### src/rtl/ccip_c0_rd_arbiter.sv
// Round-robin arbiter for the CCI-P c0 read request channel with response routing by mdata tag.
// Optional macro C0_ARB_PERF_CNT_EN builds a stall counter on perf_stall_cnt; otherwise it reads 0.
module ccip_c0_rd_arbiter #(
    parameter int NUM_REQ = 4,
    parameter int ID_W    = 2,
    parameter int HDR_W   = 74,
    parameter int MAX_OUT = 64
) (
    input  logic                     afu_clk,
    input  logic                     afu_rst_n,
    input  logic [NUM_REQ-1:0]       req_valid,
    input  logic [NUM_REQ*HDR_W-1:0] req_hdr,
    output logic [NUM_REQ-1:0]       req_ready,
    output logic                     tx_valid,
    output logic [HDR_W-1:0]         tx_hdr,
    input  logic                     tx_almfull,
    input  logic                     rsp_valid,
    input  logic [15:0]              rsp_mdata,
    output logic [NUM_REQ-1:0]       rsp_sel,
    output logic                     idle,
    output logic [1:0]               err,
    output logic [31:0]              perf_stall_cnt
);

    localparam int              CNT_W   = $clog2(MAX_OUT + 1);
    localparam logic [CNT_W-1:0] CNT_MAX = CNT_W'(MAX_OUT);

    logic [CNT_W-1:0]   r_cnt [NUM_REQ];
    logic [ID_W-1:0]    r_ptr;
    logic               r_tx_valid;
    logic [HDR_W-1:0]   r_tx_hdr;
    logic [NUM_REQ-1:0] r_rsp_sel;
    logic [1:0]         r_err;

    logic [NUM_REQ-1:0] w_elig;
    logic [NUM_REQ-1:0] w_cnt_zero;
    logic [NUM_REQ-1:0] w_grant;
    logic               w_found;
    logic [ID_W-1:0]    w_gnt_idx;
    logic [HDR_W-1:0]   w_sel_hdr;
    logic [ID_W-1:0]    w_rsp_id;
    logic               w_rsp_in_range;
    logic [NUM_REQ-1:0] w_rsp_hit;
    logic [15-ID_W:0]   w_unused_mdata;

    function automatic int wrap_idx(input int base, input int k);
        int s;
        s = base + k;
        return (s >= NUM_REQ) ? (s - NUM_REQ) : s;
    endfunction

    always_comb begin
        for (int i = 0; i < NUM_REQ; i++) begin
            w_cnt_zero[i] = (r_cnt[i] == '0);
            w_elig[i]     = req_valid[i] && (r_cnt[i] < CNT_MAX);
        end
    end

    // Round-robin search starting at r_ptr; almost-full suppresses every grant.
    always_comb begin
        w_found   = 1'b0;
        w_gnt_idx = '0;
        if (!tx_almfull) begin
            for (int k = 0; k < NUM_REQ; k++) begin
                for (int i = 0; i < NUM_REQ; i++) begin
                    if (!w_found && w_elig[i] && (wrap_idx(int'(r_ptr), k) == i)) begin
                        w_found   = 1'b1;
                        w_gnt_idx = ID_W'(i);
                    end
                end
            end
        end
    end

    always_comb begin
        w_sel_hdr = '0;
        for (int i = 0; i < NUM_REQ; i++) begin
            w_grant[i] = w_found && (w_gnt_idx == ID_W'(i));
            if (w_grant[i]) begin
                w_sel_hdr = req_hdr[i*HDR_W +: HDR_W];
            end
        end
    end

    assign req_ready      = w_grant;
    assign w_rsp_id       = rsp_mdata[15 -: ID_W];
    assign w_rsp_in_range = (int'(w_rsp_id) < NUM_REQ);
    assign w_unused_mdata = rsp_mdata[15-ID_W:0];

    always_comb begin
        for (int i = 0; i < NUM_REQ; i++) begin
            w_rsp_hit[i] = rsp_valid && w_rsp_in_range && (w_rsp_id == ID_W'(i));
        end
    end

    always_ff @(posedge afu_clk or negedge afu_rst_n) begin
        if (!afu_rst_n) begin
            r_tx_valid <= 1'b0;
            r_tx_hdr   <= '0;
            r_ptr      <= '0;
        end else begin
            r_tx_valid <= w_found;
            if (w_found) begin
                r_tx_hdr <= {w_sel_hdr[HDR_W-1:16], w_gnt_idx, w_sel_hdr[15-ID_W:0]};
                if (int'(w_gnt_idx) == NUM_REQ - 1) begin
                    r_ptr <= '0;
                end else begin
                    r_ptr <= w_gnt_idx + ID_W'(1);
                end
            end
        end
    end

    // A grant and a response for the same requester cancel out; underflow saturates at 0.
    always_ff @(posedge afu_clk or negedge afu_rst_n) begin
        if (!afu_rst_n) begin
            for (int i = 0; i < NUM_REQ; i++) begin
                r_cnt[i] <= '0;
            end
            r_rsp_sel <= '0;
            r_err     <= '0;
        end else begin
            for (int i = 0; i < NUM_REQ; i++) begin
                if (w_grant[i] && !w_rsp_hit[i]) begin
                    r_cnt[i] <= r_cnt[i] + CNT_W'(1);
                end else if (!w_grant[i] && w_rsp_hit[i] && !w_cnt_zero[i]) begin
                    r_cnt[i] <= r_cnt[i] - CNT_W'(1);
                end
            end
            r_rsp_sel <= w_rsp_hit;
            r_err[0]  <= r_err[0] | (rsp_valid & ~w_rsp_in_range);
            r_err[1]  <= r_err[1] | (|(w_rsp_hit & w_cnt_zero));
        end
    end

`ifdef C0_ARB_PERF_CNT_EN
    logic [31:0] r_stall_cnt;

    always_ff @(posedge afu_clk or negedge afu_rst_n) begin
        if (!afu_rst_n) begin
            r_stall_cnt <= '0;
        end else if ((|req_valid) && !w_found) begin
            r_stall_cnt <= r_stall_cnt + 32'd1;
        end
    end

    assign perf_stall_cnt = r_stall_cnt;
`else
    assign perf_stall_cnt = '0;
`endif

    assign tx_valid = r_tx_valid;
    assign tx_hdr   = r_tx_hdr;
    assign rsp_sel  = r_rsp_sel;
    assign err      = r_err;
    assign idle     = ~r_tx_valid & (&w_cnt_zero);

endmodule

### config.mk
export PLATFORM = sky130hd
export DESIGN_NAME = ccip_c0_rd_arbiter
export DESIGN_NICKNAME = d
export VERILOG_FILES = /design/src/rtl/ccip_c0_rd_arbiter.sv
export SDC_FILE = /design/constraint.sdc
export NUM_CORES = 1
export LEC_CHECK = 0
export ABC_AREA = 1
export BUFFER_PORTS_ARGS = -buffer_cell sky130_fd_sc_hd__buf_4
export CAP_MARGIN = 20
export CORE_UTILIZATION = 30
export CTS_BUF_LIST = sky130_fd_sc_hd__clkbuf_16
export DETAILED_ROUTE_END_ITERATION = 6
export HOLD_SLACK_MARGIN = 0.08
export PLACE_DENSITY = 0.58
export SETUP_SLACK_MARGIN = 0.02
export SYNTH_ARGS = -nofsm -noshare
export SYNTH_HDL_FRONTEND = slang
export SYNTH_SLANG_ARGS = --single-unit
### constraint.sdc
create_clock -name afu_clk -period 5.35 [get_ports afu_clk]
set_clock_uncertainty 0.2 [all_clocks]
set_input_delay 1.07 -clock afu_clk [delete_from_list [all_inputs] [get_ports afu_clk]]
set_output_delay 1.07 -clock afu_clk [all_outputs]
set_load 0.01 [all_outputs]
==> metrics.txt <==
outcome=finished, final reports clean; Switch Pwr=approximately 3.4 mW; Worst-Skew Late Latency=between 0.3 and 0.4 ns; Die Ht=between 150 and 200 µm; share of cells above drive strength 1=23.72%; Async S/R FF share, synth=between 90% and 100%; GRT Residual Overflow=0; Layout Area Growth over Synthesis=33.30%; Synth Area in Adders=3.986%; Tot GR Track Use=21.31%; Simple-Gate Fraction of Synth Area=45.96%; Root Driver=clkbuf_16; ant diodes=0; Hold-fix buffers, CTS=0; Hold Path Class=flip-flop to flip-flop; IO Count=438; Resized Gates After CTS=0; drt first-iter violations=between 600 and 700; Clock Power Share=11.7%; Post-Synthesis Cell Area=9856 µm²; Post-synth EDFFs=0; Worst Setup Path Type=input port to primary output; Worst Path Arrival=3.67 ns; H-tree depth=3; fin nets=roughly 2.3k; crit path max fanout=10; leak pwr=7.738 nW; vias=11.22k; Comb pwr share=66.7%; TNS Setup=0 ns; maxcap violations=0; RSZ-0062 raised after global routing=no; Routed WL per cell=15.66 µm; count of cell types in the netlist=36; peak supply drop=355.8 µV; period utilization=about 92%; critical path required time=4.08 ns; postcts setup bufs=0; post-synthesis sequential area ratio=roughly 28%; flops & latches, synth=110; Reg clk slew, reported paths=0.08 ns; Slew HR=24.13%; Post-Syn Area per Cell=6.152 µm²; initial antenna violation count=1; TritonCTS clock tree=yes; Synth warnings=0; Sequential Power Share=21.6%; P_int=~3.2 mW; total clock buffers created by CTS=9; Final ANT Viol Nets=0; # clock sinks=110; synthesized instance count=around 1.6k; routed wire length=between 30,000 and 40,000 µm; CP Launch Type=input port; top_reg_cell synth=dfrtp_1; Initial Utilization=30.37%; slew at the pin closest to its max-slew limit=1.138 ns; post-synthesis xor/xnor area fraction=1.422%; DRC viols=0; # setup viols final=0; FP Rows=66; final hold violation count=0; pin count of the biggest net entering global routing=115; die area=about 34,000 µm²; max-slew violation count=0; Vias/cell=4.763; FMAX=0.2023 GHz; gpl congestion=just over 0.9; sw frac=51.37%; buffers added on ports=382; Max Buffers Root-to-Sink=2; DP HPWL=25,690 µm; Hold WS=0.2674 ns; Final min period=4.944 ns; die width=183.3 µm; core area=32,450 µm²; Power Density=approximately 500 nW/µm²; DRT Pass-1 Iters=5; first-pass GRT wire length=56,500 µm; vias in the first global route=10.43k; Compound-Gate Fraction of Synth Area=under 10%; largest family of logic cells by synthesized area=simple AND/OR/NAND/NOR gates; Crit. End Element=primary output; multiplexer share of the synthesized area=0%
registers in the layout (all words and copies together), names as in the netlist:
signal / flops
rsp_sel: 4
tx_valid: 1
tx_hdr: 74
r_cnt: 28
err: 1
r_ptr: 2
cell families (layout without fill, tap and decap cells):
logic type,after synthesis,in the layout
adder cells (fa/ha/maj),29,29
AO/OA/AOI/OAI,67,67
flip-flops,110,110
other,1,33
AND/OR/NAND/NOR,1024,1024
XOR/XNOR,16,16
buffers and inverters,355,635
through the flow:
step	worst slack (ns)	power, mW	cells	utilization [%]	cell area, µm²
finish	0.4059	6.563	2356	40.48	13140
global route	0.1415	7.233	2356	40.48	13140
CTS	0.4291	6.615	2356	40.48	13140
detailed placement	0.2391	5.818	2341	39.50	12820
global placement	0.3269	5.744	2341	39.50	12820
floorplan	0.4983	4.465	1634	-	9976
power groups by stage:
stage	logic [mW]	registers (mW)	clock network, mW
floorplan	3.01	1.46	0
global placement	4.32	1.42	0
detailed placement	4.39	1.43	0
CTS	4.40	1.42	0.798
global route	4.95	1.46	0.827
finish	4.38	1.42	0.770
layer usage:
layer | global-route usage (%) | up-vias | part of all wire (%) | routed length, µm
li1 | - | 5633 | - | -
met1 | 27.79 | 5152 | 44 | 16330
met2 | 36.18 | 380 | 48 | 17630
met3 | 3.237 | 54 | 5.8 | 2130
met4 | 6.333 | 2 | 2.2 | 801
met5 | 0 | - | 0.035 | 13
cell usage in the layout (no fill, tap or decap), types with 5 or more instances in the layout:
cell | netlist | layout
dfrtp_1 | 110 | 110
nand2_2 | 5 | 6
ha_1 | 25 | 22
inv_1 | 205 | 204
buf_4 | 42 | 406
nand3_1 | 48 | 48
nand4_1 | 191 | 191
nor2_1 | 141 | 140
conb_1 | 1 | 33
o21ai_0 | 12 | 12
nand2_1 | 613 | 611
o21ai_1 | 9 | 9
a21oi_1 | 33 | 33
clkbuf_16 | 0 | 9
nor4_1 | 5 | 5
xnor2_1 | 5 | 5
xor2_1 | 11 | 11
cell type report:
cell class,count,area [µm²]
Clock buffer,9,225.2
Clock inverter,6,92.59
Fill cell,3596,19320
Inverter,211,797.0
Multi-Input combinational cell,1169,5609
Sequential cell,110,2753
Tap cell,442,553.0
Timing Repair Buffer,409,3108
critical path: stages:
cell	delay (ns)
buf_4	0.08
inv_1	0.04
nor2_1	0.29
nand2_1	0.15
nand2_2	0.12
nor2_1	0.08
nand3_1	0.08
nor2_1	0.06
nor2_1	0.12
nand4_1	0.15
nor2_4	0.19
nand3_1	0.10
o2111ai_1	0.09
inv_1	0.06
a21oi_1	0.18
buf_4	0.16
inv_1	0.08
ha_4	0.22
nand3_1	0.13
inv_1	0.07
buf_4	0.15
synthesized netlist by cell type, types with 19 or more instances:
cell	n	area [µm²]
a21oi_1	33	165.2
ha_1	25	312.8
dfrtp_1	110	2753
buf_1	19	71.32
nor2_1	141	529.3
nand4_1	191	1195
nand3_1	48	240.2
nand2_1	613	2301
clkbuf_1	42	157.7
buf_6	20	225.2
inv_1	205	769.5
buf_4	42	315.3
buf_2	21	105.1
final timing paths:
path | slack (ns) | startpoint | depth (start not counted) | end
max in group asynchronous | 3.53 | afu_rst_n | 2 | tx_hdr[25]
min in group asynchronous | 0.41 | afu_rst_n | 1 | tx_hdr[54]
hold / removal | 0.27 | r_cnt[21] | 1 | r_cnt[21]
setup reg to reg | 0.91 | r_cnt[6] | 27 | r_cnt[27]
setup / recovery | 0.41 | req_valid[1] | 21 | req_ready[1]
hold reg to reg | 0.27 | r_cnt[21] | 1 | r_cnt[21]
Power figures use the tool's default switching activity.
